`config.mk`:
```
export PLATFORM = sky130hd
export DESIGN_NAME = cache_ram_arbiter
export DESIGN_NICKNAME = d
export VERILOG_FILES = /design/src/rtl/cache_types_pkg.sv /design/src/rtl/cache_ram_arbiter_rr_picker.sv /design/src/rtl/cache_ram_arbiter.sv
export SDC_FILE = /design/constraint.sdc
export NUM_CORES = 1
export LEC_CHECK = 0
export CAP_MARGIN = 5
export CORE_AREA = 3 3 156 158
export CTS_CLUSTER_DIAMETER = 100
export DETAILED_ROUTE_END_ITERATION = 6
export DIE_AREA = 0 0 159 161
export GPL_ROUTABILITY_DRIVEN = 0
export PLACE_DENSITY_LB_ADDON = 0.12
export SLEW_MARGIN = 20
export SYNTH_ARGS = -nofsm -noshare
export SYNTH_HDL_FRONTEND = slang
export SYNTH_SLANG_ARGS = --single-unit
```
`constraint.sdc`:
```
create_clock -name CLK -period 2.4 [get_ports CLK]
set_input_delay 0.36 -clock CLK [delete_from_list [all_inputs] [get_ports CLK]]
set_output_delay 0.36 -clock CLK [all_outputs]
set_load 0.03 [all_outputs]
```
`src/rtl/cache_types_pkg.sv`:
```
// Shared cache-side types and sizes used by the RAM arbiter and its picker.
package cache_types_pkg;

    localparam int BANKS_LEN     = 2;
    localparam int NUM_BANKS     = 2 ** BANKS_LEN;
    localparam int CACHE_RW_SIZE = 32;

    // ARB_IDLE: nobody owns the RAM; ARB_OWNED: grant_id owns the RAM.
    typedef enum logic {
        ARB_IDLE  = 1'b0,
        ARB_OWNED = 1'b1
    } arb_state_t;

endpackage

```
`src/rtl/cache_ram_arbiter_rr_picker.sv`:
```
// Combinational round-robin winner selection: the search starts at ptr+1 and
// wraps, so the bank at ptr itself has the lowest priority.
module rr_picker
    import cache_types_pkg::*;
(
    input  logic [NUM_BANKS-1:0] req,
    input  logic [BANKS_LEN-1:0] ptr,
    output logic                 valid,
    output logic [BANKS_LEN-1:0] idx
);

    logic [BANKS_LEN-1:0] cand;

    // Scan from the farthest offset down to ptr+1 so the nearest requester wins last.
    always_comb begin
        valid = 1'b0;
        idx   = '0;
        cand  = '0;
        for (int i = NUM_BANKS; i >= 1; i--) begin
            cand = ptr + BANKS_LEN'(i);
            if (req[cand]) begin
                valid = 1'b1;
                idx   = cand;
            end
        end
    end

endmodule

```
`src/rtl/cache_ram_arbiter.sv`:
```
// Arbitrates several cache banks onto one RAM port. A bank keeps the RAM for
// as long as it holds REN or WEN (so a block pull can roll straight into a
// victim eject), then one idle cycle separates it from the next grant.
//
// Handshake: a bank holds REN/WEN (with addr/store stable) until it sees
// bank_complete for that transfer; bank_complete is ram_complete steered to the
// owning bank. Dropping both REN and WEN while owning releases the RAM.
module cache_ram_arbiter
    import cache_types_pkg::*;
(
    input  logic                                    CLK,
    input  logic                                    nRST,
    input  logic [NUM_BANKS-1:0]                    bank_REN,
    input  logic [NUM_BANKS-1:0]                    bank_WEN,
    input  logic [NUM_BANKS-1:0][31:0]              bank_addr,
    input  logic [NUM_BANKS-1:0][CACHE_RW_SIZE-1:0] bank_store,
    output logic [CACHE_RW_SIZE-1:0]                bank_load,
    output logic [NUM_BANKS-1:0]                    bank_complete,
    output logic                                    ram_REN,
    output logic                                    ram_WEN,
    output logic [31:0]                             ram_addr,
    output logic [CACHE_RW_SIZE-1:0]                ram_store,
    input  logic [CACHE_RW_SIZE-1:0]                ram_load,
    input  logic                                    ram_complete,
    output logic                                    grant_valid,
    output logic [BANKS_LEN-1:0]                    grant_id,
    output logic                                    protocol_err
);

    arb_state_t           state, state_next;
    logic [BANKS_LEN-1:0] grant_q, grant_next;
    logic [BANKS_LEN-1:0] rr_ptr, rr_ptr_next;
    logic                 pick_valid;
    logic [BANKS_LEN-1:0] pick_idx;
    logic                 g_ren, g_wen;
    logic                 err_raw;

    rr_picker u_picker (
        .req   (bank_REN | bank_WEN),
        .ptr   (rr_ptr),
        .valid (pick_valid),
        .idx   (pick_idx)
    );

    assign g_ren     = bank_REN[grant_q];
    assign g_wen     = bank_WEN[grant_q];
    assign grant_id  = grant_q;
    assign bank_load = ram_load;
    // A stray ram_complete while reset is held is not a protocol event.
    assign protocol_err = err_raw & nRST;

    // State, grant and round-robin pointer registers; reset gives bank 0 first priority.
    always_ff @(posedge CLK or negedge nRST) begin
        if (!nRST) begin
            state   <= ARB_IDLE;
            grant_q <= '0;
            rr_ptr  <= BANKS_LEN'(NUM_BANKS - 1);
        end else begin
            state   <= state_next;
            grant_q <= grant_next;
            rr_ptr  <= rr_ptr_next;
        end
    end

    // Next-state logic and RAM/bank steering for the owning bank.
    always_comb begin
        state_next    = state;
        grant_next    = grant_q;
        rr_ptr_next   = rr_ptr;
        ram_REN       = 1'b0;
        ram_WEN       = 1'b0;
        ram_addr      = '0;
        ram_store     = '0;
        bank_complete = '0;
        grant_valid   = 1'b0;
        err_raw       = 1'b0;
        case (state)
            ARB_IDLE: begin
                err_raw = ram_complete;
                if (pick_valid) begin
                    grant_next = pick_idx;
                    state_next = ARB_OWNED;
                end
            end
            ARB_OWNED: begin
                if (g_ren || g_wen) begin
                    grant_valid            = 1'b1;
                    ram_REN                = g_ren;
                    // Read wins when both are raised; the write is dropped and flagged.
                    ram_WEN                = g_wen & ~g_ren;
                    ram_addr               = bank_addr[grant_q];
                    ram_store              = bank_store[grant_q];
                    bank_complete[grant_q] = ram_complete;
                    err_raw                = g_ren & g_wen;
                end else begin
                    // Release cycle: RAM quiet, remember the owner for fairness.
                    err_raw     = ram_complete;
                    rr_ptr_next = grant_q;
                    state_next  = ARB_IDLE;
                end
            end
            default: begin
                state_next = ARB_IDLE;
            end
        endcase
    end

endmodule

```
# Word level (Yosys, flattened, before mapping)

Cells that the tools add are included.

Input bits: 299
Logic and storage cells: 66
Output and inout port bits: 106
Flip-flop bits (word level): 5

Mux-type cells: 42
Reductions and logical operators: 4
Bitwise logic cells: 8
Add/sub/neg operators: 3
Order comparisons: 6

Operator list:

| operator                                                                             | number |
|---|---|
| 32-bit two-way mux                                                                   | 6 |
| 32-bit binary-select mux with 2-bit select                                           | 2 |
| 1-bit two-way mux                                                                    | 19 |
| 2-bit by 3-bit less-than comparator with 1-bit output (second input constant)        | 5 |
| 1-bit binary-select mux with 2-bit select                                            | 6 |
| 2-bit two-way mux                                                                    | 4 |
| 4-bit two-way mux                                                                    | 2 |
| 2-bit adder (second input constant)                                                  | 2 |
| 4-bit bitwise AND                                                                    | 1 |
| 4-bit bitwise OR                                                                     | 1 |
| 1-bit one-hot mux with 2 select lines                                                | 2 |
| 2-bit AND reduction                                                                  | 2 |
| 1-bit bitwise AND                                                                    | 3 |
| 1-bit inverter                                                                       | 3 |
| 2-bit by 1-bit adder with 2-bit output (second input constant)                       | 1 |
| 1-bit demux with 2-bit select                                                        | 1 |
| 2-bit by 1-bit greater-or-equal comparator with 1-bit output (second input constant) | 1 |
| 1-bit logical AND                                                                    | 1 |
| 1-bit logical OR                                                                     | 1 |

# Longest topological paths before layout

Gate-level depths: netlist (run 1).

Depth after elaboration: 9
Mapped depth: 6
Depth with buffers taken out: 4

# By module

Synthesis (run 1) repeated with hierarchy kept, for this count alone.

Cell total of the unflattened synthesis: 229
Area total of the unflattened synthesis: 2645.0 µm²

By module, submodules not included:

| module            | cells each | times used | area an instance (µm²) | sequential area each (µm²) |
|---|---|---|---|---|
| cache_ram_arbiter | 215        | 1          | 2553.7                 | 127.6 |
| rr_picker         | 14         | 1          | 91.3                   | 0.0 |

# Worst setup path after synthesis (run 1)

No wires, ideal clock.

Kind: register to output
From: register grant_q[0] (netlist: grant_id[0])
To: output port protocol_err
Required time: 2.040 ns
Buffers on the path: 2
Cell stages (with the launch flop): 6
Path slack: -0.256 ns
Arrival: 2.296 ns
Path through: dfrtp_1 > buf_6 > mux4_2 > o21a_1 > buf_6 > o21ai_0

Longest elaborated chain between the ends: 6
Elaborated cells between the ends (all ways): 9
Classes of those cells: mux (6); bitwise (2); reduce/logical (1)

Ends and longest elaborated chain:

| element                                                      | line                                             | text |
|---|---|---|
| start, declared                                              | cache_ram_arbiter.sv:31                          | `logic [BANKS_LEN-1:0] grant_q, grant_next;` |
| start signal, assigned                                       | cache_ram_arbiter.sv:60                          | `grant_q <= grant_next;` |
| 1-bit binary-select mux with 2-bit select (on tied branches) | cache_ram_arbiter.sv:45, cache_ram_arbiter.sv:46 |  |
| 1-bit two-way mux (on tied branches)                         | cache_ram_arbiter.sv:45, cache_ram_arbiter.sv:46 |  |
| 1-bit bitwise AND or 1-bit logical OR (tied branches)        | cache_ram_arbiter.sv:94, cache_ram_arbiter.sv:86 |  |
| 1-bit two-way mux (*)                                        | cache_ram_arbiter.sv:86                          | `if (g_ren \|\| g_wen) begin` |
| 1-bit one-hot mux with 2 select lines (*)                    | cache_ram_arbiter.sv:77                          | `case (state)` |
| 1-bit bitwise AND (*)                                        | cache_ram_arbiter.sv:50                          | `assign protocol_err = err_raw & nRST;` |
| end, declared                                                | cache_ram_arbiter.sv:27                          | `output logic protocol_err` |

Mark *: on every way between the ends. The rest lies on a longest branch, timed or not. The select of a mux whose other input is x is not followed.

# Worst setup path after layout (run 1)

From: register grant_q[0] (netlist: grant_id[0])
To: output port bank_complete[3]

Longest elaborated chain between the ends: 7
Elaborated cells between the ends (all ways): 13
Classes of those cells: order compare (2); mux (8); bitwise (1); reduce/logical (2)

Ends and longest elaborated chain:

| element                                                                                                                                                     | line                    | text |
|---|---|---|
| 2-bit by 3-bit less-than comparator with 1-bit output (not written as such) or 2-bit by 1-bit greater-or-equal comparator with 1-bit output (tied branches) | cache_ram_arbiter.sv:93 | `bank_complete[grant_q] = ram_complete;` |
| 1-bit logical AND (not written as such)                                                                                                                     | cache_ram_arbiter.sv:93 |  |
| 1-bit two-way mux (not written as such)                                                                                                                     | cache_ram_arbiter.sv:93 |  |
| 1-bit demux with 2-bit select                                                                                                                               | cache_ram_arbiter.sv:93 |  |
| 4-bit bitwise AND (no source line)                                                                                                                          | -                       |  |
| 4-bit two-way mux (*)                                                                                                                                       | cache_ram_arbiter.sv:86 |  |
| 4-bit two-way mux (*)                                                                                                                                       | cache_ram_arbiter.sv:77 |  |
| end, declared                                                                                                                                               | cache_ram_arbiter.sv:18 | `output logic [NUM_BANKS-1:0] bank_complete,` |

Marked as above.

==> results of run 1 <==
-- sequential cells by signal (all words and copies together) (netlist names) --
signal and flops:
grant_id 2, rr_ptr 2, state 1
-- power groups by stage --
| stage | Combinational (µW) | Clock [µW] | Sequential (µW) |
|---|---|---|---|
| after floorplan | 4020 | 0 | 206 |
| after global placement | 6530 | 0 | 240 |
| after detailed placement | 6520 | 0 | 240 |
| after CTS | 7780 | 275 | 227 |
| after global routing | 8080 | 284 | 234 |
| final | 7620 | 274 | 224 |
-- layer usage --
metal	track usage (%)	up-vias	part of all wire (%)
met5	0	-	0
met4	2.029	0	0.96
met3	3.309	12	9.0
met2	22.62	211	56
met1	11.26	1601	34
li1	-	1511	-
-- layout by cell type, fill, tap and decap left out, drive strengths merged --
cell type | synthesis | routed
clkdlybuf4s50 | 0 | 260
buf | 41 | 105
mux4 | 66 | 66
and2 | 65 | 65
dlygate4sd2 | 0 | 8
nor2 | 7 | 7
o21ai | 4 | 4
clkbuf | 14 | 4
nor4 | 3 | 3
mux2 | 3 | 3
nor3b | 3 | 3
nand2 | 3 | 3
dfrtp | 3 | 3
a21oi | 2 | 2
dfstp | 2 | 2
nor3 | 2 | 2
diode | 0 | 1
o21a | 1 | 1
nand3 | 1 | 1
or2 | 1 | 1
and4 | 1 | 1
o22a | 1 | 1
inv | 1 | 1
a31oi | 1 | 1
o32ai | 1 | 1
a221oi | 1 | 1
bufbuf | 0 | 1
-- logic make-up after synthesis --
group	count (synthesis)	share of synthesized area (%)
buffers and inverters	56	13.93
AO/OA/AOI/OAI	11	2.701
AND/OR/NAND/NOR	86	19.87
flip-flops	5	4.918
multiplexers	69	58.58
-- repair_timing --
item,CTS,global route
setup buffers,6,1
gates cloned,3,0
gates resized for setup,410,7
setup endpoints to repair,64,69
pin swaps,1,0
-- layout make-up --
cell class	count	area [µm²]
fill	2425	16510
sequential	5	135.1
clock buffer	4	78.83
multi-input combinational	166	2252
tap	319	399.1
inverter	1	3.754
timing repair buffer	374	3879
antenna	1	2.502
-- critical path: cells and delay by family, from the launching register on --
kind	cells	cell delay (ns)
buffers and inverters	3	0.42
and+or+nand+nor	1	0.20
muxes	1	0.54
AOI/OAI and AO/OA	1	0.28
DFF	1	0.44
-- through the flow --
stage	std cells	hold slack (ns)	power [µW]
detailed placement	857	0.6315	6757
floorplan	227	0.06441	4226
global placement	857	0.6260	6772
global route	869	0.4296	8600
finish	870	0.4019	8115
CTS	869	0.4215	8283
-- how the worst max path moves through the flow --
stage / slack (ns) / start / cells after the start / endpoint
after floorplan: -0.02 / grant_id[0]$_DFFE_PN0P_ / 5 / protocol_err
after global placement: -0.46 / bank_REN[0] / 6 / ram_store[2]
after detailed placement: -0.47 / bank_REN[0] / 6 / ram_store[5]
after CTS: -0.08 / grant_id[0]$_DFFE_PN0P_ / 6 / bank_complete[3]
after global routing: -0.12 / grant_id[0]$_DFFE_PN0P_ / 6 / bank_complete[3]
final: -0.07 / grant_id[0]$_DFFE_PN0P_ / 6 / bank_complete[3]
==> key figures, run 1 <==
Timing
  • Post-route clock period utilization: 102.8%
  • RSZ-0062 raised after global routing: yes
  • Final hold violation count: 0
  • Fin worst setup slack: -0.06715 ns
  • Final setup vio count: 47
  • TNS Setup: -1.149 ns
  • Crit path time final: around 2.5 ns
  • Slew headroom: 68.22%
  • Clock Skews: 0.0007199 ns
  • Max Freq: 405.3 MHz
  • Least-Margin Pin Slew: roughly 0.47 ns
  • Max Slew Vio Count: 0

Placed design
  • Port Buffers: 340
  • Post-DP HPWL: 12770 µm
  • Post-Place Setup Slack: -0.4669 ns
  • Area after DPL: 0.006287 mm²

Synthesis
  • Warnings from Yosys: 0
  • Seq/Total Area, Yosys: 4.918%
  • Synth area leader: mux4_2
  • Fraction of registers with async set/reset: 100.0%
  • Synthesized net count: approximately 530
  • Synth Area per Inst: 11.43 µm²
  • Netlist cell types: 26
  • Post-Synthesis Cells: 227
  • Post-synth top area share: 57.28%
  • Count leader, synth: mux4_2
  • Post-synth top cells: mux4_2 (66), and2_1 (65), buf_4 (32)
  • Synthesized area: 0.002595 mm²
  • Number of enable flip-flop cells after synthesis: 0
  • Seq cells post-synth: 5
  • Area contributors post-synth: mux4_2 (57%), and2_1 (16%), buf_4 (9.3%)
  • Main flop type after synthesis: dfrtp_1

Status
  • Failing checks: setup timing
  • Status: complete, but fails checks

CTS
  • CTS Buf Count: 3
  • # hold bufs at CTS: 0
  • Root Buffer: clkbuf_16
  • Clock Sinks: 5
  • CTS tree: built
  • # H-tree levels: 1
  • Clock Latency Late Sink: 0.23 ns
  • CTS Buffer Depth: 2
  • Clk slew on worst S/H paths: 0.03 ns

Floorplan
  • Die width: 159 µm
  • Die height: 161 µm
  • Die area: 0.02560 mm²
  • Ports: 405
  • Row cnt: 56
  • Core Region: 0.02326 mm²
  • Initial core utilization: 11.16%

Run
  • Max Cap Viol: 0

Drt
  • Vias per inst: about 3.8
  • Vias: roughly 3300
  • Drt first pass iters: 4
  • Total Wirelength: 15270 µm
  • Drt drc: 0
  • Drt wl/cell: 17.55 µm
  • Final ANT Viol Nets: 0
  • DRT iter0 DRCs: 49

Power
  • Combinational power share: 93.9%
  • VDD IR max: 0.5761 mV
  • Net Sw Frac: 44.85%
  • Power density over the cells: 1202 mW/mm²
  • P_int: approximately 4500 µW
  • Clock network power share: around 3.4%
  • P_leak: roughly 0.0026 µW
  • Reg power frac: under 10%
  • NetSw: roughly 3600 µW

Critical path
  • Startpoint types: flop
  • Nature of the critical path endpoint: output port
  • R2R depth: 6
  • Worst-path cell chain: mux4_2 -> o21a_4 -> buf_12 -> buf_16 -> and4_1 -> buf_6
  • Worst flop-to-flop path endpoint: state$_DFF_PN0_
  • Critical R2R Launch: grant_id[0]$_DFFE_PN0P_
  • CP required: 2.04 ns
  • CP arrival: about 2.1 ns
  • Worst R2R Setup Slack: around 0.42 ns
  • Critical path class: reg2out
  • Crit-path max FO: 8
  • Max incr delay on CP: 0.54 ns
  • Slowest cell on the critical path: mux4_2

Layout
  • Layout cells sized above 1: between 40% and 50%
  • Design area: 0.006750 mm²
  • Number of nets in the layout: 850
  • Area grow syn2layout: 160.1%
  • Post-Route Utilization: between 20% and 30%

Hold path
  • Hold Path Class: in2async

Global routing
  • Gr ovfl total: 0
  • Antenna violations before repair: 0
  • Largest net degree at the start of global routing: 34
  • GRT Total Usage: 11.16%
  • Number of global-route vias before repair: approximately 3700
  • First-pass GRT wire length: roughly 22000 µm
(Power assumes the default switching activity.)
==> inputs of run 2 (changes only) <==
--- a/config.mk
+++ b/config.mk
@@ -5,13 +5,13 @@
 export SDC_FILE = /design/constraint.sdc
 export NUM_CORES = 1
 export LEC_CHECK = 0
-export CAP_MARGIN = 5
 export CORE_AREA = 3 3 156 158
 export CTS_CLUSTER_DIAMETER = 100
 export DETAILED_ROUTE_END_ITERATION = 6
 export DIE_AREA = 0 0 159 161
 export GPL_ROUTABILITY_DRIVEN = 0
 export PLACE_DENSITY_LB_ADDON = 0.12
+export SKIP_CTS_REPAIR_TIMING = 1
 export SLEW_MARGIN = 20
 export SYNTH_ARGS = -nofsm -noshare
 export SYNTH_HDL_FRONTEND = slang
==> key figures, run 2 (same netlist as run 1, synthesis figures left out) <==
Status
  • Status: complete, but fails checks
  • Failing checks: setup timing

Timing
  • Max Slew Vio Count: 0
  • Final setup vio count: a little over 40
  • Slew headroom: 67.67%
  • Final hold violation count: 0
  • RSZ-0062 raised after global routing: yes
  • Post-route clock period utilization: 102.5%
  • Least-Margin Pin Slew: 0.4806 ns
  • Crit path time final: 2.459 ns
  • Fin worst setup slack: -0.05881 ns
  • Max Freq: 406.7 MHz
  • Clock Skews: 0.0004074 ns

Power
  • VDD IR max: 0.6669 mV
  • P_leak: approximately 0.0025 µW
  • Power density over the cells: around 1100 mW/mm²

Critical path
  • R2R depth: 6
  • CP required: 2.04 ns
  • Crit-path max FO: 6
  • Worst-path cell chain: clkdlybuf4s50_1 -> mux4_2 -> o21a_4 -> buf_12 -> buf_8 -> and2_4 -> buf_6
  • Startpoint types: input port
  • CP arrival: approximately 2.1 ns
  • Critical R2R Launch: grant_id[0]$_DFFE_PN0P_
  • Critical path class: in2out
  • Crit path capture: ram_store[17]
  • Critical Path Source: bank_WEN[2]
  • Max incr delay on CP: 0.49 ns
  • WP buf/inv: 4
  • WP depth: 7
  • Worst R2R Setup Slack: between 0.3 and 0.4 ns
  • Slowest cell on the critical path: mux4_2
  • Worst flop-to-flop path endpoint: state$_DFF_PN0_
  • Largest delay share family, worst path: buffers and inverters
  • Nature of the critical path endpoint: output port

Placed design
  • Port Buffers: 340
  • Area after DPL: 0.006287 mm²
  • Placed cells: 857
  • Post-DP HPWL: ~13000 µm
  • Post-Place Setup Slack: -0.4669 ns

Floorplan
  • Die width: 159 µm
  • Initial core utilization: 11.16%
  • Row cnt: between 50 and 60
  • Ports: a little over 400
  • Die height: 161 µm
  • Core Region: 0.02326 mm²
  • Die area: 0.02560 mm²

Layout
  • Area grow syn2layout: 150.5%
  • Commonest non-fill, non-tap cell in the layout: clkdlybuf4s50_1
  • Layout Cells excl Fill: approximately 870
  • Commonest non-fill, non-tap cells in the layout: clkdlybuf4s50_1 (261), mux4_2 (66), and2_1 (34), buf_6 (34), buf_2 (34)
  • Design area: 0.006501 mm²
  • Number of nets in the layout: 848
  • Layout cells sized above 1: 39.60%
  • Fill count: between 2000 and 2500
  • Post-Route Utilization: 27.95%

Drt
  • Highest metal layer with signal wires: met4
  • Post-Route M1 WL: between 5000 and 6000 µm
  • Met3 WL: 1324 µm
  • Met2 routed WL: 8552 µm
  • DRT iter0 DRCs: 60
  • Final ANT Viol Nets: 0
  • Vias: 3339
  • Vias per inst: ~3.8
  • Drt drc: 0
  • Drt first pass iters: 3
  • Total Wirelength: 15440 µm
  • Drt wl/cell: 17.79 µm

CTS
  • Clk slew on worst S/H paths: 0.03 ns
  • Root Buffer: clkbuf_16
  • CTS tree: built
  • CTS Buffer Depth: 2
  • Clock Sinks: 5
  • # H-tree levels: 1
  • Clock Latency Late Sink: 0.23 ns
  • CTS Buf Count: 3

Global routing
  • Gr ovfl total: 0
  • GRT Total Usage: a little over a tenth
  • Largest net degree at the start of global routing: 34
  • Number of global-route vias before repair: between 3000 and 4000
  • Antenna violations before repair: 0
  • First-pass GRT wire length: 21350 µm

Hold path
  • Hold Path Class: in2async

Run
  • Max Cap Viol: 0
run 2: cell count changes in the layout (fill, tap and decap cells not counted), moves of 2 or more:
| cell | change |
|---|---|
| dlymetal6s2s_1 | +7 |
| buf_16 | -2 |
| and2_4 | -12 |
| buf_6 | -34 |
| buf_2 | +32 |
| clkbuf_16 | +3 |
| dlygate4sd2_1 | -8 |
| and2_1 | +13 |
run 2: power breakdown:
group	leakage (µW)	internal [µW]	switching [µW]
logic	0.00245	3500	3400
registers	0.0000529	154	79.1
clock network	0.0000382	220	53.7
total	0.00254	3870	3540
run 2: area by class of cell:
cell class                      instances  area (µm²)  area share (%)
Sequential cell                         5       135.1           2.079
Inverter                                1       3.754         0.05774
Tap cell                              319       399.1           6.139
Timing Repair Buffer                  372        3666           56.39
Antenna cell                            1       2.502         0.03849
Clock buffer                            4       78.83           1.212
Multi-Input combinational cell        166        2216           34.08
run 2: per-stage QoR:
step | setup TNS [ns] | power, µW | hold slack (ns)
after floorplan | -0.09037 | 4226 | 0.06441
after global placement | -21.79 | 6772 | 0.6260
after detailed placement | -21.53 | 6757 | 0.6315
after CTS | -22.33 | 7052 | 0.4215
after global routing | -4.178 | 7884 | 0.4278
final | -1.045 | 7411 | 0.4038
run 2: worst min-delay path by stage:
stage	start	to	slack (ns)	depth (start not counted)
finish	nRST	grant_id[1]$_DFFE_PN0P_	0.40	1
global route	nRST	grant_id[1]$_DFFE_PN0P_	0.43	1
CTS	nRST	state$_DFF_PN0_	0.42	1
detailed placement	rr_ptr[0]$_DFFE_PN1P_	rr_ptr[0]$_DFFE_PN1P_	0.63	1
global placement	rr_ptr[0]$_DFFE_PN1P_	rr_ptr[0]$_DFFE_PN1P_	0.63	1
floorplan	nRST	grant_id[0]$_DFFE_PN0P_	0.06	0
run 2: routing by layer:
layer	GRT usage (%)	vias up
met4	2.149	0
met5	0	-
li1	-	1502
met2	21.39	207
met3	3.283	14
met1	10.43	1616
==> inputs of run 3 (changes only) <==
--- a/config.mk
+++ b/config.mk
@@ -11,6 +11,7 @@
 export DIE_AREA = 0 0 159 161
 export GPL_ROUTABILITY_DRIVEN = 0
 export PLACE_DENSITY_LB_ADDON = 0.12
+export RECOVER_POWER = 25
 export SKIP_CTS_REPAIR_TIMING = 1
 export SLEW_MARGIN = 20
 export SYNTH_ARGS = -nofsm -noshare
==> key figures, run 3 (same netlist as run 1, synthesis figures left out) <==
Run
  • Max Cap Viol: 0

Hold path
  • Hold Path Class: in2async

Power
  • Design Power: 7410 µW
  • Combinational power share: 93.2%
  • Clock network power share: 3.7%
  • NetSw: 3538 µW
  • P_int: 3873 µW
  • Power density over the cells: 1140 mW/mm²
  • P_leak: about 0.0025 µW
  • Reg power frac: about 3.1%
  • VDD IR max: 0.6669 mV
  • Net Sw Frac: 47.74%

Critical path
  • WP buf/inv: 4
  • Startpoint types: input port
  • Worst-path cell chain: clkdlybuf4s50_1 -> mux4_2 -> o21a_4 -> buf_12 -> buf_8 -> and2_4 -> buf_6
  • Nature of the critical path endpoint: output port
  • Slowest cell on the critical path: mux4_2
  • Max incr delay on CP: 0.49 ns
  • CP arrival: 2.10 ns
  • Largest delay share family, worst path: buffers and inverters
  • Crit-path max FO: 6
  • Critical path class: in2out
  • CP required: approximately 2 ns

Global routing
  • Largest net degree at the start of global routing: 34
  • Gr ovfl total: 0
  • GRT Total Usage: 10.54%
  • First-pass GRT wire length: 21350 µm
  • Number of global-route vias before repair: 3687
  • Antenna violations before repair: 0

Drt
  • Drt first pass iters: 3
  • Drt wl/cell: approximately 18 µm
  • Final ANT Viol Nets: 0
  • Vias per inst: 3.847
  • Vias: 3339
  • DRT iter0 DRCs: 60
  • Total Wirelength: 15440 µm
  • Drt drc: 0

Floorplan
  • Die width: 159 µm
  • Row cnt: 56
  • Die height: 161 µm
  • Die area: 0.02560 mm²
  • Ports: 405
  • Core Region: 0.02326 mm²
  • Initial core utilization: approximately 11%

Status
  • Status: complete, but fails checks
  • Failing checks: setup timing

Layout
  • Fill count: 2467
  • Layout Cells excl Fill: 868
  • Layout cells sized above 1: 39.60%
  • Commonest non-fill, non-tap cell in the layout: clkdlybuf4s50_1
  • Area grow syn2layout: 150.5%
  • Design area: 0.006501 mm²
  • Number of nets in the layout: 848
  • Commonest non-fill, non-tap cells in the layout: clkdlybuf4s50_1 (260), mux4_2 (66), and2_1 (34), buf_6 (34), buf_2 (34)

Timing
  • Clock Skews: 0.0004074 ns
  • Post-route clock period utilization: 102.5%
  • Hold WS: about 0.47 ns
  • Max Freq: 406.7 MHz
  • TNS Setup: -1.045 ns
  • Final setup vio count: 41
  • Slew headroom: about two thirds
  • Final hold violation count: 0
  • Crit path time final: 2.459 ns
  • RSZ-0062 raised after global routing: yes
  • Max Slew Vio Count: 0
  • Least-Margin Pin Slew: approximately 0.48 ns
  • Fin worst setup slack: -0.05881 ns

CTS
  • CTS Buffer Depth: 2
  • CTS tree: built
  • Clock Sinks: 5
  • # H-tree levels: 1
  • Root Buffer: clkbuf_16
  • Clk slew on worst S/H paths: 0.03 ns
  • CTS Buf Count: 3
  • Clock Latency Late Sink: 0.23 ns

Placed design
  • Placed cells: 857
  • Post-DP HPWL: 12770 µm
  • Port Buffers: 340
  • Area after DPL: between 0.006 and 0.007 mm²
[run 3: changes by cell type in the layout (fill, tap and decap cells not counted), sizes merged]
cell	change
clkdlybuf4s50	-1
dlygate4sd3	+1
[run 3: stage by stage]
stage | util, % | setup slack [ns]
final | 27.95 | -0.05881
after detailed placement | 27.03 | -0.4669
after global placement | 27.03 | -0.4635
after CTS | 27.37 | -0.4747
after global routing | 27.94 | -0.1107
after floorplan | - | -0.02278
[run 3: power groups by stage]
stage | registers (µW) | clock network [µW] | logic, µW
floorplan | 206 | 0 | 4020
global placement | 240 | 0 | 6530
detailed placement | 240 | 0 | 6520
CTS | 239 | 275 | 6540
global route | 247 | 284 | 7350
finish | 233 | 274 | 6900
[run 3: worst paths after layout]
path	startpoint	to	slack (ns)	cells after the start
min reg2reg	rr_ptr[0]$_DFFE_PN1P_	rr_ptr[0]$_DFFE_PN1P_	0.63	1
min	nRST	grant_id[1]$_DFFE_PN0P_	0.47	1
min in group CLK	bank_REN[0]	grant_id[0]$_DFFE_PN0P_	0.54	4
max in group asynchronous	nRST	rr_ptr[1]$_DFFE_PN1P_	1.63	1
max reg2reg	grant_id[0]$_DFFE_PN0P_	state$_DFF_PN0_	0.33	6
max	bank_WEN[2]	ram_store[17]	-0.06	7
[run 3: area by class of cell]
| cell class | instances | area, µm² | share of cell area, % |
|---|---|---|---|
| repair buffers | 372 | 3666 | 56.39 |
| clock buffers | 4 | 78.83 | 1.212 |
| inverters | 1 | 3.754 | 0.05774 |
| multi-input cells | 166 | 2216 | 34.08 |
| well taps | 319 | 399.1 | 6.139 |
| diodes | 1 | 2.502 | 0.03849 |
| flip-flops and latches | 5 | 135.1 | 2.079 |
[run 3: per-layer routing]
metal	vias up	part of all wire (%)	wire length (µm)	track usage [%]
met1	1616	35	5396	10.43
met5	-	0	0	0
met3	14	8.6	1324	3.283
li1	1502	-	-	-
met4	0	1.1	169	2.149
met2	207	55	8553	21.39
